===== config.mk =====
export PLATFORM = sky130hd
export DESIGN_NAME = muldiv_unit
export DESIGN_NICKNAME = d
export VERILOG_FILES = /design/src/rtl/muldiv_unit.sv
export SDC_FILE = /design/constraint.sdc
export NUM_CORES = 1
export LEC_CHECK = 0
export BUFFER_PORTS_ARGS = -buffer_cell sky130_fd_sc_hd__buf_2
export CORE_UTILIZATION = 50
export DETAILED_ROUTE_END_ITERATION = 16
export GPL_ROUTABILITY_DRIVEN = 1
export PLACE_DENSITY = 0.69
export SLEW_MARGIN = 5
export SYNTH_ARGS = -nofsm -noshare
export SYNTH_HDL_FRONTEND = slang
export SYNTH_SLANG_ARGS = --single-unit

===== constraint.sdc =====
create_clock -name clk -period 4.45 [get_ports clk]
set_input_delay 0.445 -clock clk [delete_from_list [all_inputs] [get_ports clk]]
set_output_delay 0.445 -clock clk [all_outputs]
set_load 0.1 [all_outputs]

===== src/rtl/muldiv_unit.sv =====
// Iterative MIPS32 multiply/divide unit writing architectural HI/LO, plus MTHI/MTLO.
// Latency: start sampled at edge k -> hi/lo written and done=1 from edge k+XLEN+1.
// Backpressure: none accepted; stall_req holds IF/ID while an MFHI/MFLO waits on busy or start.
//
// Ports:
//   clk, rst (async active-low)
//   start/op/a/b  : launch MULT(00) MULTU(01) DIV(10) DIVU(11)
//   flush         : kill in-flight op
//   wr_hi/wr_lo/wr_data : MTHI/MTLO writes (abort any in-flight op)
//   rd_hilo       : ID stage holds MFHI/MFLO
//   busy/done/dbz/stall_req, hi/lo : status and architectural registers
module muldiv_unit #(
  parameter int XLEN  = 32,
  parameter int CNT_W = 6
) (
  input  logic            clk,
  input  logic            rst,
  input  logic            start,
  input  logic [1:0]      op,
  input  logic [XLEN-1:0] a,
  input  logic [XLEN-1:0] b,
  input  logic            flush,
  input  logic            wr_hi,
  input  logic            wr_lo,
  input  logic [XLEN-1:0] wr_data,
  input  logic            rd_hilo,
  output logic            busy,
  output logic            done,
  output logic            dbz,
  output logic            stall_req,
  output logic [XLEN-1:0] hi,
  output logic [XLEN-1:0] lo
);

  typedef enum logic [1:0] {IDLE, RUN, FIX, DONE} state_t;

  state_t           state;
  logic [CNT_W-1:0] cnt;
  logic [XLEN-1:0]  acc_hi;   // mul: upper partial product; div: remainder
  logic [XLEN-1:0]  acc_lo;   // mul: multiplier/low product; div: dividend/quotient
  logic [XLEN-1:0]  mag_b;
  logic [XLEN-1:0]  a_raw;    // kept for the divide-by-zero hi result
  logic             is_div;
  logic             b_zero;
  logic             neg_p;    // product (mul) / quotient (div) is negative
  logic             neg_r;    // remainder is negative (dividend sign)

  // Operand capture: signed ops work on magnitudes, signs reapplied in FIX.
  logic            sgn_op;
  logic            sa;
  logic            sb;
  logic [XLEN-1:0] mag_a_in;
  logic [XLEN-1:0] mag_b_in;

  always_comb begin
    sgn_op   = ~op[0];
    sa       = sgn_op & a[XLEN-1];
    sb       = sgn_op & b[XLEN-1];
    mag_a_in = sa ? (~a + 1'b1) : a;
    mag_b_in = sb ? (~b + 1'b1) : b;
  end

  // One shift-add multiply step: add multiplicand if LSB set, then shift the
  // {acc_hi, acc_lo} pair right so the product assembles in place.
  logic [XLEN:0] mul_sum;
  // One restoring divide step: shift dividend bit into remainder, try subtract.
  // Since remainder < divisor, the shifted value fits XLEN+1 bits and the
  // top bit of the difference is a clean borrow flag.
  logic [XLEN:0] div_shift;
  logic [XLEN:0] div_diff;

  always_comb begin
    mul_sum   = {1'b0, acc_hi} + (acc_lo[0] ? {1'b0, mag_b} : {(XLEN+1){1'b0}});
    div_shift = {acc_hi, acc_lo[XLEN-1]};
    div_diff  = div_shift - {1'b0, mag_b};
  end

  // Sign correction / special cases applied on the FIX exit edge.
  logic [2*XLEN-1:0] prod;
  logic [2*XLEN-1:0] prod_fix;
  logic [XLEN-1:0]   fix_hi;
  logic [XLEN-1:0]   fix_lo;

  always_comb begin
    prod     = {acc_hi, acc_lo};
    prod_fix = neg_p ? (~prod + 1'b1) : prod;
    fix_hi   = prod_fix[2*XLEN-1:XLEN];
    fix_lo   = prod_fix[XLEN-1:0];
    if (is_div) begin
      if (b_zero) begin
        fix_lo = '1;
        fix_hi = a_raw;
      end else begin
        // Most-negative / -1 falls out naturally: magnitude quotient 2**(XLEN-1)
        // negates to itself, remainder 0.
        fix_lo = neg_p ? (~acc_lo + 1'b1) : acc_lo;
        fix_hi = neg_r ? (~acc_hi + 1'b1) : acc_hi;
      end
    end
  end

  assign stall_req = rd_hilo & (busy | start);

  always_ff @(posedge clk or negedge rst) begin
    if (!rst) begin
      state  <= IDLE;
      cnt    <= '0;
      acc_hi <= '0;
      acc_lo <= '0;
      mag_b  <= '0;
      a_raw  <= '0;
      is_div <= 1'b0;
      b_zero <= 1'b0;
      neg_p  <= 1'b0;
      neg_r  <= 1'b0;
      busy   <= 1'b0;
      done   <= 1'b0;
      dbz    <= 1'b0;
      hi     <= '0;
      lo     <= '0;
    end else begin
      done <= 1'b0;
      dbz  <= 1'b0;
      if (flush) begin
        // Kill anything in flight; a coincident start is dropped.
        state <= IDLE;
        busy  <= 1'b0;
      end else begin
        if (wr_hi) hi <= wr_data;
        if (wr_lo) lo <= wr_data;
        if (start) begin
          state  <= RUN;
          busy   <= 1'b1;
          cnt    <= CNT_W'(XLEN-1);
          acc_hi <= '0;
          acc_lo <= mag_a_in;
          mag_b  <= mag_b_in;
          a_raw  <= a;
          is_div <= op[1];
          b_zero <= (b == '0);
          neg_p  <= sa ^ sb;
          neg_r  <= sa;
        end else if (wr_hi || wr_lo) begin
          // MTHI/MTLO overrides any pending result.
          state <= IDLE;
          busy  <= 1'b0;
        end else begin
          case (state)
            IDLE: ;
            RUN: begin
              if (is_div) begin
                if (!div_diff[XLEN]) begin
                  acc_hi <= div_diff[XLEN-1:0];
                  acc_lo <= {acc_lo[XLEN-2:0], 1'b1};
                end else begin
                  acc_hi <= div_shift[XLEN-1:0];
                  acc_lo <= {acc_lo[XLEN-2:0], 1'b0};
                end
              end else begin
                acc_hi <= mul_sum[XLEN:1];
                acc_lo <= {mul_sum[0], acc_lo[XLEN-1:1]};
              end
              cnt <= cnt - 1'b1;
              if (cnt == '0) state <= FIX;
            end
            FIX: begin
              hi    <= fix_hi;
              lo    <= fix_lo;
              done  <= 1'b1;
              dbz   <= is_div & b_zero;
              busy  <= 1'b0;
              state <= DONE;
            end
            DONE: state <= IDLE;
            default: state <= IDLE;
          endcase
        end
      end
    end
  end

endmodule


; ---- Yosys cells after proc, flatten, opt, wreduce, memory -nomap -nowiden
; Index checks and enable logic that the tools add are counted.
[word_totals]
reg_bits = 207
in_bits = 105
elab_cells = 98
[classes]
n_addsub = 8
eq_ne = 5
muxes = 48
bitwise_logic = 13
reduce_logical = 9
[ops]
columns = operator, count
row1 = $mux 32, 26
row2 = $add 32x1->32 const B, 4
row3 = $not 32->32, 4
row4 = $add 64x1->64 const B, 1
row5 = $mux 64, 1
row6 = $not 64->64, 1
row7 = $add 32x32->33, 1
row8 = $sub 33x32->33, 1
row9 = $logic_not 32->1, 1
row10 = $mux 6, 3
row11 = $mux 1, 13
row12 = $mux 2, 4
row13 = $logic_not 6->1, 1
row14 = $pmux 2 s3, 1
row15 = $reduce_bool 6->1, 1
row16 = $sub 6x1->6 const B, 1
row17 = $ne 5x5->1 const B, 1
row18 = $and 1x1->1, 4
row19 = $eq 2x2->1 const B, 2
row20 = $reduce_and 2->1, 2
row21 = $reduce_bool 4->1, 1
row22 = $reduce_and 3->1, 1
row23 = $eq 2x1->1 const B, 1
row24 = $ne 2x2->1 const B, 1
row25 = 5 further kinds, 6

; ---- Logic depth before layout (Yosys ltp)
; Gate-level depths: netlist of run 1.
[logic_depth]
depth_word = 8
ltp_mapped = 15
ltp_nobuf = 14

; ---- Worst setup path after synthesis of run 1
; Ideal clock, no wire load.
[synth_path]
path_type = flip-flop to flip-flop
from = reg acc_lo[0]
to = reg acc_hi[30]
setup_ps = 131
arrival_ps = 3473
t_required_ps = 4319
path_slack_ps = 846
stages_incl_launch_ff = 15
synth_period_minus_slack_ps = 3604
path_cell_list = dfrtp_1 -> inv_1 -> clkbuf_1 -> nor2_1 -> ha_1 -> o211a_1 -> a2111oi_1 -> o31ai_1 -> a2111oi_0 -> o21a_1 -> o21a_1 -> o211ai_1 -> and4_1 -> o41ai_1 -> nand2_1
[synth_via]
elab_chain_cells = 6
[synth_rtl]
columns = item, line
row1 = start: declaration, 40  ; logic [XLEN-1:0] acc_lo;
row2 = start signal: assignment, 136  ; acc_lo <= mag_a_in;
row3 = start signal: assignment, 154  ; acc_lo <= {acc_lo[XLEN-2:0], 1'b1};
row4 = start signal: assignment, 157  ; acc_lo <= {acc_lo[XLEN-2:0], 1'b0};
row5 = $mux 32, 73  ; mul_sum = {1'b0, acc_hi} + (acc_lo[0] ? {1'b0, mag_b} : {(XLEN+1){1'b0}});
row6 = $add 32x32->33, 73
row7 = $mux 32, 151  ; if (is_div) begin
row8 = $mux 32, 148  ; case (state)
row9 = $mux 32, 143  ; end else if (wr_hi || wr_lo) begin
row10 = $mux 32, 131  ; if (start) begin
row11 = end signal: assignment, 153  ; acc_hi <= div_diff[XLEN-1:0];
row12 = end signal: assignment, 156  ; acc_hi <= div_shift[XLEN-1:0];
row13 = end signal: assignment, 160  ; acc_hi <= mul_sum[XLEN:1];
row14 = end: declaration, 39  ; logic [XLEN-1:0] acc_hi;
; Every way passes these cells. The select of a mux whose other input is x is not followed.
; A chain may end at the register's enable or synchronous reset.

; ---- Worst setup path in the final report of run 1
[layout_path]
from = reg acc_lo[31]
to = reg acc_hi[16]
[layout_via]
elab_chain_cells = 6
[layout_rtl]
columns = item, line
row1 = $sub 33x32->33, 75  ; div_diff = div_shift - {1'b0, mag_b};
row2 = $mux 32, 152  ; if (!div_diff[XLEN]) begin
row3 = $mux 32, 151
row4 = $mux 32, 148
row5 = $mux 32, 143
row6 = $mux 32, 131
; Every way passes these cells. The select of a mux whose other input is x is not followed.

==> impl_metrics.toml, run 1 <==
[die]
start_util_pct = 50.8
rows = 66
die_x_um = 184
chipHeight_um = 184
dieArea_sq_um = 33800
pin_count = 173
coreArea_sq_um = 32500

[setup_path]
end_kind = "flop"
path_max_fanout = 15
path_class = "reg2reg"
r2r-start = "acc_lo[31]"
rr_endpoint = "acc_hi[16]"
arrival_ps = 4530
worstRegToRegCells = 14
start_kind = "flop"
cp.required_ps = 4870
reg2reg_slack_ps = 350

[global_routing]
gr-total-overflow = 0
grt_pass1_wl_um = 86900
grt_pass1_vias = 15191
antenna_found_initial = 1
gr-usage-all-layers_pct = 33.0
grt_max_degree = 101

[run]
cap_violations = 0

[place]
port_buffers = 172
place_congestion = 0.995
post-dp-hpwl_um = 42600
pre_cts_slack_ps = 474
dp_cells = 2619

[clocking]
cts_tree = "yes"
clk_path_buf_depth = 3
cts-hold-fix-buffers = 0
insertion_delay_ps = 560
cts_max_level = 1
numCtsBuffers = 25
cts-root-buf = "clkbuf_16"
post_cts_resized = 0
clock-sinks = 207
clk_pin_slew_ps = 60
cts_setup_buffers = 0

[yosys]
yosys_warnings = 0
synth_edf_count = 0
syn-num-nets = 2285
ys_ff_latch = 207
ys_types = 76
async_reset_ff_share_pct = 100
synthCells = 2108
syn_area_sq_um = 16500
ys_seq_area_share_pct = 31.3
synthFlopType = "dfrtp_1"
avgSynthCellArea_sq_um = 7.84

[power_and_ir_drop]
p_per_area_nw_per_um2 = 361
ir_worst_vdd_uv = 301
p_leak_nw = 8.37

[sta]
whs_ps = 9.88
setup_viol = 0
slew_headroom_pct = 26.7
period_needed_ps = 4100
max_freq_ghz = 0.244
clock_skew_ps = 30.1
tightest_slew_ps = 1100
finalSetupTns_ps = 0
final_max_slew_viol_count = 0
grt_setup_unrepaired = "false"
fin_ws_ps = 347
min_period_over_period_pct = 92.2
hold_violations = 0

[final_layout]
fin_cells = 2661
drive_gt1_share_pct = 12.4
seq_area_sq_um = 5180
num-nets-final = 2381
syn_to_final_growth_pct = 12.1
utilization_pct = 57.0
nFillCells = 3149
multi_input_area_sq_um = 10600
diodes = 0

[detailed_routing]
wl_per_cell_um = 21.0
drc = 0
postRouteAntennaNets = 0
drt_iter0_drc = 1904
vias = 16380
dr.pass1.iters = 9
via_per_inst = 6.16
drt-total-wl_um = 55800

[status]
outcome = "complete, no violations"

[worst_hold_path]
min_path_type = "in2async"
## routing by layer
metal / global-route usage (%) / wire length (um) / vias up
met5: 0 / 13 / -
met4: 7.83 / 1210 / 2
met3: 5.39 / 5400 / 92
met2: 49.2 / 24000 / 765
met1: 49.4 / 25200 / 7821
li1: - / - / 7700
## through the flow
stage / instance area, sq um / total power, mW
floorplan: 16500 / 3.98
global placement: 17800 / 4.64
detailed placement: 17800 / 4.66
CTS: 18500 / 6.67
global route: 18500 / 6.98
finish: 18500 / 6.70
## worst max-delay path, cell delays in order, from the launching register on
cell and delay (ps):
dfrtp_1 440, inv_1 160, ha_1 220, fa_1 200
nor2b_1 80, o31a_1 290, o31a_1 360, a2bb2oi_1 640
nor4_1 140, o22ai_1 350, xor2_4 260, buf_4 250
mux2_2 350, a22oi_1 150, nand2_1 70
## power by group
part / internal [mW] / total, mW / switching, mW
logic: 0.663 / 2.29 / 1.63
registers: 2.10 / 2.39 / 0.290
clock network: 1.17 / 2.01 / 0.841
total: 3.94 / 6.70 / 2.76
## synth_stat cells, types with 4 or more instances
master	instances	share of area, %
a211oi_1	11	0.50
o221ai_1	7	0.37
and2_1	10	0.38
o31a_1	4	0.21
o21a_1	18	0.82
mux2i_1	44	2.7
a211o_1	4	0.21
nand4_1	7	0.26
nor3_1	39	1.2
nor4_1	30	1.1
a2111oi_0	5	0.26
o21ai_0	193	5.8
nand3_1	25	0.76
or2_2	8	0.30
a22o_1	4	0.21
mux2_2	5	0.34
o22a_1	31	1.6
buf_2	5	0.15
inv_1	70	1.6
o211ai_1	16	0.73
a22oi_1	20	0.91
buf_1	8	0.18
clkbuf_1	123	2.8
a21oi_1	181	5.5
or4_1	12	0.54
ha_1	70	5.3
xnor2_1	84	4.4
a221oi_1	15	0.79
xor2_1	106	5.6
nor2b_1	47	1.8
o22ai_1	29	1.1
and3_1	13	0.49
a221o_1	8	0.48
o31ai_1	21	0.95
o41ai_1	11	0.58
nand2_1	282	6.4
a21o_1	26	1.2
nor2_1	182	4.1
dfrtp_1	207	31
or3_1	18	0.68
o21bai_1	9	0.41
nand2b_1	37	1.4
a31oi_1	9	0.34
## registers in the layout, summed over array words and instances (netlist names)
register  flops
done          1
a_raw        32
busy          1
mag_b        32
acc_lo       32
is_div        1
neg_p         1
neg_r         1
acc_hi       32
lo           32
state         2
hi           32
dbz           1
cnt           6
b_zero        1
## cell type report
cell class | count | area share [%]
timing repair buffer | 209 | 6.32
tap | 442 | 2.98
clock inverter | 8 | 0.607
inverter | 70 | 1.42
sequential | 207 | 28.0
clock buffer | 34 | 3.61
multi-input combinational | 1691 | 57.1
## worst max path at each step
| stage | start | slack, ps | to |
|---|---|---|---|
| floorplan | acc_lo[0] | 850 | acc_hi[30] |
| global route | acc_lo[0] | 130 | acc_hi[30] |
| detailed placement | acc_lo[31] | 470 | acc_hi[16] |
| CTS | acc_lo[31] | 430 | acc_hi[16] |
| finish | acc_lo[31] | 350 | acc_hi[16] |
| global placement | acc_lo[0] | 430 | acc_hi[30] |
## placed cells by master (no fill, tap or decap), types with 35 or more instances in the layout
cell type	count
o21ai_0	193
xnor2_1	84
nor2b_1	46
mux2i_1	44
nand2b_1	36
nor3_1	39
buf_4	35
nand2_1	282
a21oi_1	180
inv_1	70
xor2_1	105
ha_1	70
dfrtp_1	206
buf_2	171
nor2_1	180
## cell families (layout without fill, tap and decap cells)
group	after synthesis	in the layout	synth area share, %
adder cells (fa/ha/maj)	72	72	5.54
buffers and inverters	210	321	4.93
multiplexers	49	49	3.00
flip-flops	207	207	31.3
AO/OA/AOI/OAI	654	654	24.9
AND/OR/NAND/NOR	726	726	20.3
XOR/XNOR	190	190	10.1
No activity file was read; power rests on OpenSTA's default activity.
==> run 2, diff against run 1 <==
--- a/config.mk
+++ b/config.mk
@@ -5,11 +5,11 @@
 export SDC_FILE = /design/constraint.sdc
 export NUM_CORES = 1
 export LEC_CHECK = 0
-export BUFFER_PORTS_ARGS = -buffer_cell sky130_fd_sc_hd__buf_2
 export CORE_UTILIZATION = 50
 export DETAILED_ROUTE_END_ITERATION = 16
+export DONT_BUFFER_PORTS = 1
 export GPL_ROUTABILITY_DRIVEN = 1
-export PLACE_DENSITY = 0.69
+export SKIP_LAST_GASP = 1
 export SLEW_MARGIN = 5
 export SYNTH_ARGS = -nofsm -noshare
 export SYNTH_HDL_FRONTEND = slang
==> constraint.sdc (replaced) <==
create_clock -name clk -period 5.1 [get_ports clk]
set_input_delay 0.51 -clock clk [delete_from_list [all_inputs] [get_ports clk]]
set_output_delay 0.51 -clock clk [all_outputs]
set_load 0.1 [all_outputs]
==> run 2 against run 1 <==
- the flow now finishes with violations (negative hold slack)
- core utilization shrank 2.8 points
- global-route usage grew 0.86 points
- clock-buffer cell count grew 4
- design area shrank 4.9%
- wire length grew 3.1%
- final cell count shrank 6.9%
- critical path depth is the same
- worst setup slack gained 490 ps
- clock skew shrank 17 ps
- sequential share of layout area grew 1.4 points
- maximum frequency shrank 3.8%
- worst hold slack lost 350 ps
- largest power group unchanged
- highest routed layer unchanged
==> impl_metrics.toml, run 2 (synthesis gave the netlist of run 1 again) <==
[clocking]
cts_max_level = 1
clk_path_buf_depth = 3
insertion_delay_ps = 550
cts_setup_buffers = 0
cts_tree = "yes"
cts-root-buf = "clkbuf_16"
post_cts_resized = 0
numCtsBuffers = 26
clk_pin_slew_ps = 60
clock-sinks = 207

[power_and_ir_drop]
ir_worst_vdd_uv = 259
pwr-share-comb_pct = 22.8
power.internal_mw = 3.48
p_sw_mw = 2.35
switching_share_pct = 40.3
p_leak_nw = 7.68
clkPwrFrac_pct = 32.9
seqPwrFrac_pct = 44.3
p_per_area_nw_per_um2 = 330
p_total_mw = 5.83

[global_routing]
grt_pass1_vias = 14577
grt_pass1_wl_um = 87900
gr-total-overflow = 0
antenna_found_initial = 2
gr-usage-all-layers_pct = 33.8
grt_max_degree = 208

[detailed_routing]
drc = 0
via_per_inst = 6.30
postRouteAntennaNets = 0
wl_per_cell_um = 23.2
drt-total-wl_um = 57500
drt_iter0_drc = 1749
dr.pass1.iters = 5
vias = 15614

[final_layout]
nFillCells = 3192
layout_commonest_cell = "nand2_1"
utilization_pct = 54.2
fin_cells = 2477
drive_gt1_share_pct = 4.77
num-nets-final = 2193
diodes = 0
layout_common_cells = "282 x nand2_1, 205 x dfrtp_1, 193 x o21ai_0, 180 x a21oi_1, 179 x nor2_1"
syn_to_final_growth_pct = 6.67

[setup_path]
crit_start = "acc_lo[31]"
end_kind = "flop"
r2r-start = "acc_lo[31]"
path_class = "reg2reg"
cp.required_ps = 5530
start_kind = "flop"
path_max_fanout = 38
arrival_ps = 4700

[place]
post-dp-hpwl_um = 42800
port_buffers = 0
dp_cells = 2430
place_congestion = 0.954

[sta]
clock_skew_ps = 13.5
hold_violations = 207
finalSetupTns_ps = 0
setup_viol = 0
max_freq_ghz = 0.234
min_period_over_period_pct = 83.6
whs_ps = -341
tightest_slew_ps = 1210
final_max_slew_viol_count = 0
slew_headroom_pct = 19.0
period_needed_ps = 4270
grt_setup_unrepaired = "false"

[die]
rows = 66
chipHeight_um = 184
die_x_um = 184
pin_count = 173
dieArea_sq_um = 33800
coreArea_sq_um = 32500
start_util_pct = 50.8

[worst_hold_path]
min_path_type = "in2async"

[status]
violations = "negative hold slack"
outcome = "finished, violations left"

[run]
cap_violations = 0
==> run 2: cell count changes in the layout (fill, tap and decap cells not counted), moves of 2 or more <==
cell        delta
buf_2        -171
buf_12         -2
clkinvlp_4     -3
clkinv_2       +2
clkbuf_16      +2
clkbuf_1       -3
buf_4         -15
clkbuf_8       +4
inv_6          +2
==> run 2: through the flow <==
step	setup WS, ps	cell area (sq um)
floorplan	1500	16500
global placement	1090	16700
detailed placement	997	16800
CTS	959	17600
global route	605	17600
finish	834	17600
==> run 2: cell type report <==
class	instances	area (sq um)	share of cell area (%)
tap	442	553	3.13
clock buffer	38	777	4.40
multi-input combinational	1691	10600	60.1
clock inverter	9	106	0.603
sequential	207	5180	29.4
timing repair buffer	20	150	0.851
inverter	70	263	1.49
==> run 2: worst paths after layout <==
path                       slack, ps  depth (start not counted)    endpoint
min in group clk                  70                          2   a_raw[14]
min                             -340                          0  acc_hi[24]
min reg2reg                      480                          2   a_raw[25]
max                              830                         14  acc_hi[16]
max reg2reg                      830                         14  acc_hi[16]
max in group asynchronous       5040                          0      b_zero
==> run 2: power by group through the flow <==
stage | Sequential (mW) | Combinational, mW | Clock, mW
finish | 2.58 | 1.33 | 1.92
global route | 2.60 | 1.45 | 2.00
CTS | 2.57 | 1.30 | 1.93
detailed placement | 2.60 | 1.29 | 0
global placement | 2.59 | 1.28 | 0
floorplan | 2.48 | 1.00 | 0
==> run 2: worst max-delay path: stages (launching register included) <==
cell	delay [ps]
dfrtp_1	440
inv_1	160
ha_1	220
fa_1	190
nor2b_1	70
o31a_1	290
o31a_1	360
a2bb2oi_1	670
nor4_1	170
o22ai_1	360
xor2_4	170
buf_4	390
mux2_2	390
a22oi_1	160
nand2_1	70
==> run 2: metal layers <==
layer	part of all wire, %	routed length, um	vias to the layer above	track usage [%]
met5	0.023	13	-	0
met4	2.0	1150	2	6.47
met2	42	24300	735	49.2
met3	10	5890	81	7.86
met1	46	26200	7482	50.7
li1	-	-	7314	-
